--- src/rtl/yen_freq_meter.sv ---
// Gated-window rising-edge counter: synchronizes sig_in, counts rising edges over
// 2^(gate_sel+8) clock cycles and reports the result with valid/busy/ovf flags.
module yen_freq_meter #(
  parameter int SYNC_STAGES = 2,
  parameter int CNT_W       = 16
) (
  input  logic             clk,
  input  logic             rst_n,
  input  logic             sig_in,
  input  logic             start,
  input  logic [2:0]       gate_sel,
  output logic [CNT_W-1:0] count,
  output logic             valid,
  output logic             busy,
  output logic             ovf
);

  typedef enum logic [1:0] {IDLE, ARM, GATE, DONE} state_t;

  localparam logic [CNT_W-1:0] ACC_MAX = '1;

  state_t                 state_q, state_d;
  logic [SYNC_STAGES-1:0] sync_q;
  logic                   s_d_q;
  logic                   edge_s;
  logic [CNT_W-1:0]       acc_q, acc_d;
  logic                   oflag_q, oflag_d;
  logic [14:0]            timer_q, timer_d;
  logic [CNT_W-1:0]       count_q, count_d;
  logic                   valid_q, valid_d;
  logic                   busy_q, busy_d;
  logic                   ovf_q, ovf_d;

  function automatic logic [CNT_W-1:0] sat_inc(input logic [CNT_W-1:0] a, input logic inc);
    if (inc && (a != ACC_MAX)) return a + CNT_W'(1);
    return a;
  endfunction

  // Terminal timer value for a window of 2^(g+8) cycles.
  function automatic logic [14:0] win_last(input logic [2:0] g);
    logic [15:0] n;
    n = 16'd1 << ({1'b0, g} + 4'd8);
    return 15'(n - 16'd1);
  endfunction

  assign edge_s = sync_q[SYNC_STAGES-1] & ~s_d_q;

  always_comb begin
    state_d = state_q;
    acc_d   = acc_q;
    oflag_d = oflag_q;
    timer_d = timer_q;
    count_d = count_q;
    valid_d = valid_q;
    busy_d  = busy_q;
    ovf_d   = ovf_q;
    case (state_q)
      IDLE, DONE: begin
        if (start) begin
          state_d = ARM;
          acc_d   = '0;
          oflag_d = 1'b0;
          timer_d = win_last(gate_sel);
          valid_d = 1'b0;
          ovf_d   = 1'b0;
          busy_d  = 1'b1;
        end
      end
      ARM: state_d = GATE;
      GATE: begin
        acc_d   = sat_inc(acc_q, edge_s);
        oflag_d = oflag_q | (edge_s & (acc_q == ACC_MAX));
        timer_d = timer_q - 15'd1;
        // Result includes any edge seen in the final window cycle.
        if (timer_q == 15'd0) begin
          state_d = DONE;
          timer_d = '0;
          count_d = acc_d;
          ovf_d   = oflag_d;
          valid_d = 1'b1;
          busy_d  = 1'b0;
        end
      end
      default: state_d = IDLE;
    endcase
  end

  always_ff @(posedge clk or negedge rst_n) begin
    if (!rst_n) begin
      state_q <= IDLE;
      sync_q  <= '0;
      s_d_q   <= 1'b0;
      acc_q   <= '0;
      oflag_q <= 1'b0;
      timer_q <= '0;
      count_q <= '0;
      valid_q <= 1'b0;
      busy_q  <= 1'b0;
      ovf_q   <= 1'b0;
    end else begin
      state_q <= state_d;
      sync_q  <= {sync_q[SYNC_STAGES-2:0], sig_in};
      s_d_q   <= sync_q[SYNC_STAGES-1];
      acc_q   <= acc_d;
      oflag_q <= oflag_d;
      timer_q <= timer_d;
      count_q <= count_d;
      valid_q <= valid_d;
      busy_q  <= busy_d;
      ovf_q   <= ovf_d;
    end
  end

  assign count = count_q;
  assign valid = valid_q;
  assign busy  = busy_q;
  assign ovf   = ovf_q;

endmodule

--- config.mk ---
export PLATFORM = sky130hd
export DESIGN_NAME = yen_freq_meter
export DESIGN_NICKNAME = d
export VERILOG_FILES = /design/src/rtl/yen_freq_meter.sv
export SDC_FILE = /design/constraint.sdc
export NUM_CORES = 1
export LEC_CHECK = 0
export CAP_MARGIN = 20
export CORE_MARGIN = 5
export CORE_UTILIZATION = 63
export CTS_CLUSTER_SIZE = 16
export DETAILED_ROUTE_END_ITERATION = 10
export MAX_ROUTING_LAYER = met4
export PLACE_DENSITY = 0.84
export SETUP_SLACK_MARGIN = 0.2
export SYNTH_ARGS = -nofsm -noshare
export SYNTH_HDL_FRONTEND = slang
export SYNTH_SLANG_ARGS = --single-unit
--- constraint.sdc ---
create_clock -name clk -period 5.45 [get_ports clk]
set_input_delay 1.09 -clock clk [delete_from_list [all_inputs] [get_ports clk]]
set_output_delay 1.09 -clock clk [all_outputs]
set_load 0.01 [all_outputs]
==> impl_metrics.toml, run 1 <==
[die]
ioPinCount = 26
floorplan.core_area_mm2 = 0.005010
rows = 26
start_util_pct = 63.69
fp.dieArea_mm2 = 0.006588
die_h_um = 81.17
die_width_um = 81.17

[sta]
maxSlewHeadroom_pct = 24.67
fin_worst_hold_slack_ns = 0.3597
unrepaired_setup_endpoints_after_global_routing = "false"
timing.final.crit_period_ns = 2.867
max_clock_freq_mhz = 348.8
min_period_over_period_pct = 52.61
final.setup.tns_ns = 0
timing_hold_violations_final = 0
tightestPinTransition_ns = 1.115
slew_viol_final = 0
final.setup_skew_ns = 0.008405
setup_violations = 0

[synthesis]
synth_top_flop_cell = "dfrtp_1"
synth_area_per_cell_um2 = 9.384
synth.top_cell.area_share_pct = 43.92
yosysWarningCount = 0
post-synth-top-area-cell = "dfrtp_1"
syn_inst = 340
synth.cells.most_frequent = "dfrtp_1, nand2_1, o21ai_0, nand3_1, nor2_1"
synth.top_cells.by_area = "dfrtp_1, o21ai_0, a31oi_1"
ys_types = 59
synth.most_common_cell = "dfrtp_1"
fraction_of_registers_with_async_set_or_reset_after_synthesis_pct = 100.0
synth_area_mm2 = 0.003191
synth_edf_count = 0
syn-num-nets = 351
register_bit_total_from_synthesis = 56
synth-seq-area-share_pct = 43.92

[grt]
grt_first_pass_wirelength_mm = 11.97
grt_pass1_vias = 2651
gr-usage-met1_pct = 31.00
grt_max_degree = 57
routing_layer_with_the_top_usage_in_global_route = "met2"
grtUsageTotal_pct = 23.76
overflow = 0
gr-usage-met2_pct = 38.42
antenna_found_initial = 0
grtUsageMet3_pct = 3.880

[clock_tree]
cts-resized-gates = 0
clock_tree.htree_level_count = 2
cts.clk_slew.worst_paths_ns = 0.10
numClockSinks = 56
cts_made_buffers = 5
post-cts-setup-buffers = 0
clk_latency_ns = 0.32
cts_buffer_depth = 2
root_buffer = "clkbuf_8"
tritoncts = "done"
cts_stage_hold_buffer_count = 0

[placement]
placed_cells = 418
place_congestion = 0.8892
detailed_place_hpwl_mm = 4.681
portBuffers = 25

[setup_path]
startpoint_type = "primary input"
crit_required_ns = 5.68
critPathCaptureType = "flop"
worst_path_max_delay_cell = "or4b_2"
worst-setup-path-type = "primary input to flop"
worst-endpoint-arrival_ns = 3.10
critical_path_peak_fanout = 25
critical_path.cell_chain = "clkdlybuf4s50_1 -> mux2_2 -> o41ai_1 -> or4b_2 -> o211ai_1"
critical_path.max_stage_delay_ns = 0.63

[drt]
detail_route.wl_per_cell_um = 16.54
drt_pre_antenna_iters = 5
route.antenna.remaining_nets = 0
remaining_routing_drc_violations = 0
wl_mm = 7.045
iteration_0_drc_markers = 207
via_per_inst = 6.620
route.vias.total = 2820

[worst_hold_path]
min_path_type = "flop to flop"

[cells_and_area]
num_antenna_cells = 0
layout.cells.non_filler = 426
finish.net_count = 366
area_delta_synth_final_pct = 11.06
layout.filler_cells = 434
drive_gt1_share_pct = 7.584

[flow_run]
max-cap-violations = 0

[pwr]
p_leak_nw = 1.377
total_power_divided_by_cell_area_mw_per_mm2 = 320.4
irDropWorstVdd_mv = 0.4187

[status]
status = "complete, no violations"
==> cell usage in the layout (no fill, tap or decap), types with 3 or more instances in the layout <==
| cell type | instances |
|---|---|
| o21ai_0 | 26 |
| and2_1 | 3 |
| a31oi_1 | 17 |
| o31ai_1 | 4 |
| nor3_1 | 10 |
| clkdlybuf4s50_1 | 24 |
| inv_1 | 10 |
| clkbuf_8 | 6 |
| nand4_1 | 4 |
| or4_1 | 12 |
| or3_1 | 13 |
| a21o_1 | 5 |
| a21oi_1 | 10 |
| o41ai_1 | 3 |
| ha_1 | 4 |
| xnor2_1 | 3 |
| nor2_1 | 18 |
| a22o_1 | 8 |
| nand2_1 | 27 |
| o211ai_1 | 8 |
| nand2b_1 | 4 |
| dfrtp_1 | 56 |
| nand3_1 | 19 |
| nor4_1 | 3 |
| and3_1 | 6 |
| o311ai_0 | 5 |
==> stage by stage <==
| stage | total power [mW] | utilization, % | worst slack [ns] | instance area [µm²] |
|---|---|---|---|---|
| 2_1_floorplan | 0.8026 | - | 3.240 | 3191 |
| 3_3_place_gp | 0.8832 | 68.86 | 2.313 | 3450 |
| 3_5_place_dp | 0.8949 | 68.86 | 2.264 | 3450 |
| 4_1_cts | 1.136 | 70.73 | 2.587 | 3543 |
| 5_1_grt | 1.205 | 70.73 | 2.389 | 3543 |
| 6_report | 1.135 | 70.73 | 2.583 | 3543 |
==> layer usage <==
metal,wire length [µm],part of all wire (%)
met5,0,0
met4,101,1.4
met3,407,5.8
met2,3301,47
met1,3235,46
==> registers in the layout (all words and copies together) (netlist names) <==
signal,cells
valid,1
busy,1
sync_q,2
acc_q,16
s_d_q,1
ovf,1
timer_q,15
state_q,2
oflag_q,1
count,16
==> layout make-up <==
cell class,count,area [µm²],share of cell area (%)
inverter,10,37.54,1.059
sequential,56,1401,39.55
tap,70,87.58,2.472
multi-input combinational,255,1663,46.93
timing repair buffer,27,260.3,7.345
clock buffer,7,86.33,2.436
clock inverter,1,7.507,0.2119
==> kinds of logic (layout without fill, tap and decap cells) <==
family                     count (synthesis)  after routing  synth area share [%]
and+or+nand+nor                          135            135                 24.08
AOI/OAI and AO/OA                        111            111                 24.86
DFF                                       56             56                 43.92
buffers and inverters                     29             45                 4.078
adders and majority gates                  4              4                 1.569
xor gates and xnor gates                   3              3                0.8237
muxes                                      2              2                0.6667
==> critical path, delay by kind of cell <==
kind | cells | cell delay, ns
multiplexers | 1 | 0.51
AND/OR/NAND/NOR | 1 | 0.63
AO/OA/AOI/OAI | 2 | 0.30
buffers and inverters | 1 | 0.57
==> worst paths after layout <==
path | startpoint | to | slack, ns | cells past startpoint
setup / recovery | start | timer_q[8] | 2.58 | 5
hold / removal | sync_q[0] | sync_q[1] | 0.36 | 0
setup reg to reg | state_q[0] | timer_q[8] | 2.62 | 6
hold reg to reg | sync_q[0] | sync_q[1] | 0.36 | 0
max in group asynchronous | rst_n | acc_q[3] | 4.10 | 2
min in group asynchronous | rst_n | timer_q[4] | 0.90 | 2
==> report_power, final <==
part / switching (mW) / internal (mW) / total, mW / leakage (nW)
sequential: 0.0513 / 0.462 / 0.513 / 0.712
combinational: 0.247 / 0.132 / 0.378 / 0.620
clock: 0.140 / 0.104 / 0.243 / 0.0445
(Power assumes the default switching activity.)
==> run 2: changes to the inputs <==
--- a/config.mk
+++ b/config.mk
@@ -7,11 +7,11 @@
 export LEC_CHECK = 0
 export CAP_MARGIN = 20
 export CORE_MARGIN = 5
-export CORE_UTILIZATION = 63
+export CORE_UTILIZATION = 58
 export CTS_CLUSTER_SIZE = 16
 export DETAILED_ROUTE_END_ITERATION = 10
 export MAX_ROUTING_LAYER = met4
-export PLACE_DENSITY = 0.84
+export PLACE_DENSITY = 0.78
 export SETUP_SLACK_MARGIN = 0.2
 export SYNTH_ARGS = -nofsm -noshare
 export SYNTH_HDL_FRONTEND = slang
==> constraint.sdc (replaced) <==
create_clock -name clk -period 2.9 [get_ports clk]
set_input_delay 0.58 -clock clk [delete_from_list [all_inputs] [get_ports clk]]
set_output_delay 0.58 -clock clk [all_outputs]
set_load 0.01 [all_outputs]
==> run 2 against run 1 <==
Utilization down 3.8 points. Global-route usage down 1.1 points. Design area up 2.8%. Sequential cell count unchanged. Register-to-register slack worse by 2.1 ns. First-iteration DRC count down 24%. Routed wire length up 4.1%. Count of clock-buffer cells in the layout unchanged. Total power up 100%. Critical path type is now flop to flop. Critical endpoint is now ovf. Largest cell class unchanged.
==> impl_metrics.toml, run 2 (synthesis results as in run 1) <==
[setup_path]
worst-setup-path-type = "flop to flop"
critPathBufInv = 0
timing.critical_path.max_delay_family = "simple AND/OR/NAND/NOR gates"
crit_required_ns = 3.16
critical_path.max_stage_delay_ns = 0.72
critical_path_peak_fanout = 9
startpoint_type = "flop"
worst_path_max_delay_cell = "or4_1"
critical_path.cell_chain = "ha_1 -> nand3_1 -> or4_1 -> o31ai_1 -> a22o_1"
worst-endpoint-arrival_ns = 2.67
regToRegSetupSlack_ns = 0.49
critPathCaptureType = "flop"

[grt]
grt_max_degree = 25
antenna_found_initial = 0
grtUsageTotal_pct = 22.62
overflow = 0
grt_pass1_vias = 2753
grt_first_pass_wirelength_mm = 12.88

[placement]
placed_cells = 429
detailed_place_hpwl_mm = 5.179
place_congestion = 0.9004
preCtsSetupSlack_ns = 0.2989
portBuffers = 25

[clock_tree]
cts_buffer_depth = 2
cts_stage_hold_buffer_count = 0
cts.clk_slew.worst_paths_ns = 0.10
tritoncts = "done"
numClockSinks = 56
cts_made_buffers = 5
clk_latency_ns = 0.31
root_buffer = "clkbuf_8"
cts-resized-gates = 0
clock_tree.htree_level_count = 2
post-cts-setup-buffers = 0

[drt]
route.vias.total = 2837
via_per_inst = 6.492
drt_pre_antenna_iters = 4
route.antenna.remaining_nets = 0
wl_mm = 7.335
iteration_0_drc_markers = 158
detail_route.wl_per_cell_um = 16.78
remaining_routing_drc_violations = 0

[die]
fp.dieArea_mm2 = 0.007085
rows = 27
ioPinCount = 26
die_h_um = 84.17
floorplan.core_area_mm2 = 0.005439
start_util_pct = 58.66
die_width_um = 84.17

[cells_and_area]
finish.net_count = 375
num_antenna_cells = 0
most-common-layout-cells = "dfrtp_1, nand2_1, o21ai_0, clkdlybuf4s50_1, nand3_1"
layout.cells.non_filler = 437
area_delta_synth_final_pct = 14.16
layout.cells.most_common = "dfrtp_1"
drive_gt1_share_pct = 9.863

[worst_hold_path]
min_path_type = "primary input to asynchronous set/reset pin"

[sta]
unrepaired_setup_endpoints_after_global_routing = "false"
tightestPinTransition_ns = 0.8485
final.setup.tns_ns = 0
final.setup_skew_ns = 0.004506
finalWorstSetupSlack_ns = 0.4891
slew_viol_final = 0
fin_worst_hold_slack_ns = 0.2079
setup_violations = 0
timing.final.crit_period_ns = 2.411
maxSlewHeadroom_pct = 42.54
timing_hold_violations_final = 0
min_period_over_period_pct = 83.13
max_clock_freq_mhz = 414.8

[flow_run]
max-cap-violations = 0

[pwr]
irDropWorstVdd_mv = 0.4730
total_power_divided_by_cell_area_mw_per_mm2 = 631.9
p_leak_nw = 1.445

[status]
status = "complete, no violations"
==> run 2: cell types whose count changed in the layout (fill, tap and decap cells not counted), sizes merged <==
cell / previous run / this run
buf: 3 / 12
clkinvlp: 1 / 0
bufinv: 0 / 1
==> run 2: metrics by stage <==
step	util (%)	instance area, µm²	total power, mW
after floorplan	-	3191	1.508
after global placement	64.64	3516	1.707
after detailed placement	64.64	3516	1.730
after CTS	66.97	3642	2.290
after global routing	66.97	3642	2.430
final	66.97	3642	2.301
==> run 2: power breakdown <==
part	total [mW]	internal (mW)	leakage [nW]	switching [mW]
sequential	0.968	0.868	0.712	0.0998
clock	0.560	0.305	0.0645	0.254
combinational	0.774	0.281	0.668	0.493
==> run 2: final cells by class <==
type	instances	area [µm²]
Multi-Input combinational cell	255	1659
Sequential cell	56	1401
Fill cell	444	1797
Tap cell	72	90.09
Inverter	10	37.54
Clock inverter	1	30.03
Clock buffer	7	96.34
Timing Repair Buffer	36	327.8
==> run 2: worst register-to-register path, cell delays in order, from the launching register on <==
cell and delay, ns:
dfrtp_1 0.46, ha_1 0.31, nand3_1 0.27, or4_1 0.72, o31ai_1 0.39, a22o_1 0.20
==> run 2: per-layer routing <==
layer	part of all wire [%]	global-route usage (%)	wire length, µm	vias to the layer above
met5	0	-	0	-
met4	1.1	6.579	78	0
met3	5.5	3.631	400	12
met2	46	34.07	3409	82
met1	47	31.69	3447	1384
li1	-	-	-	1359
==> run 2: path summary, 6_finish.rpt <==
check | end | from | depth (start not counted)
min in group clk | sync_q[1] | sync_q[0] | 0
max reg2reg | ovf | acc_q[0] | 5
min | timer_q[2] | rst_n | 1
max in group asynchronous | count[13] | rst_n | 2
min reg2reg | sync_q[1] | sync_q[0] | 0
max | ovf | acc_q[0] | 5
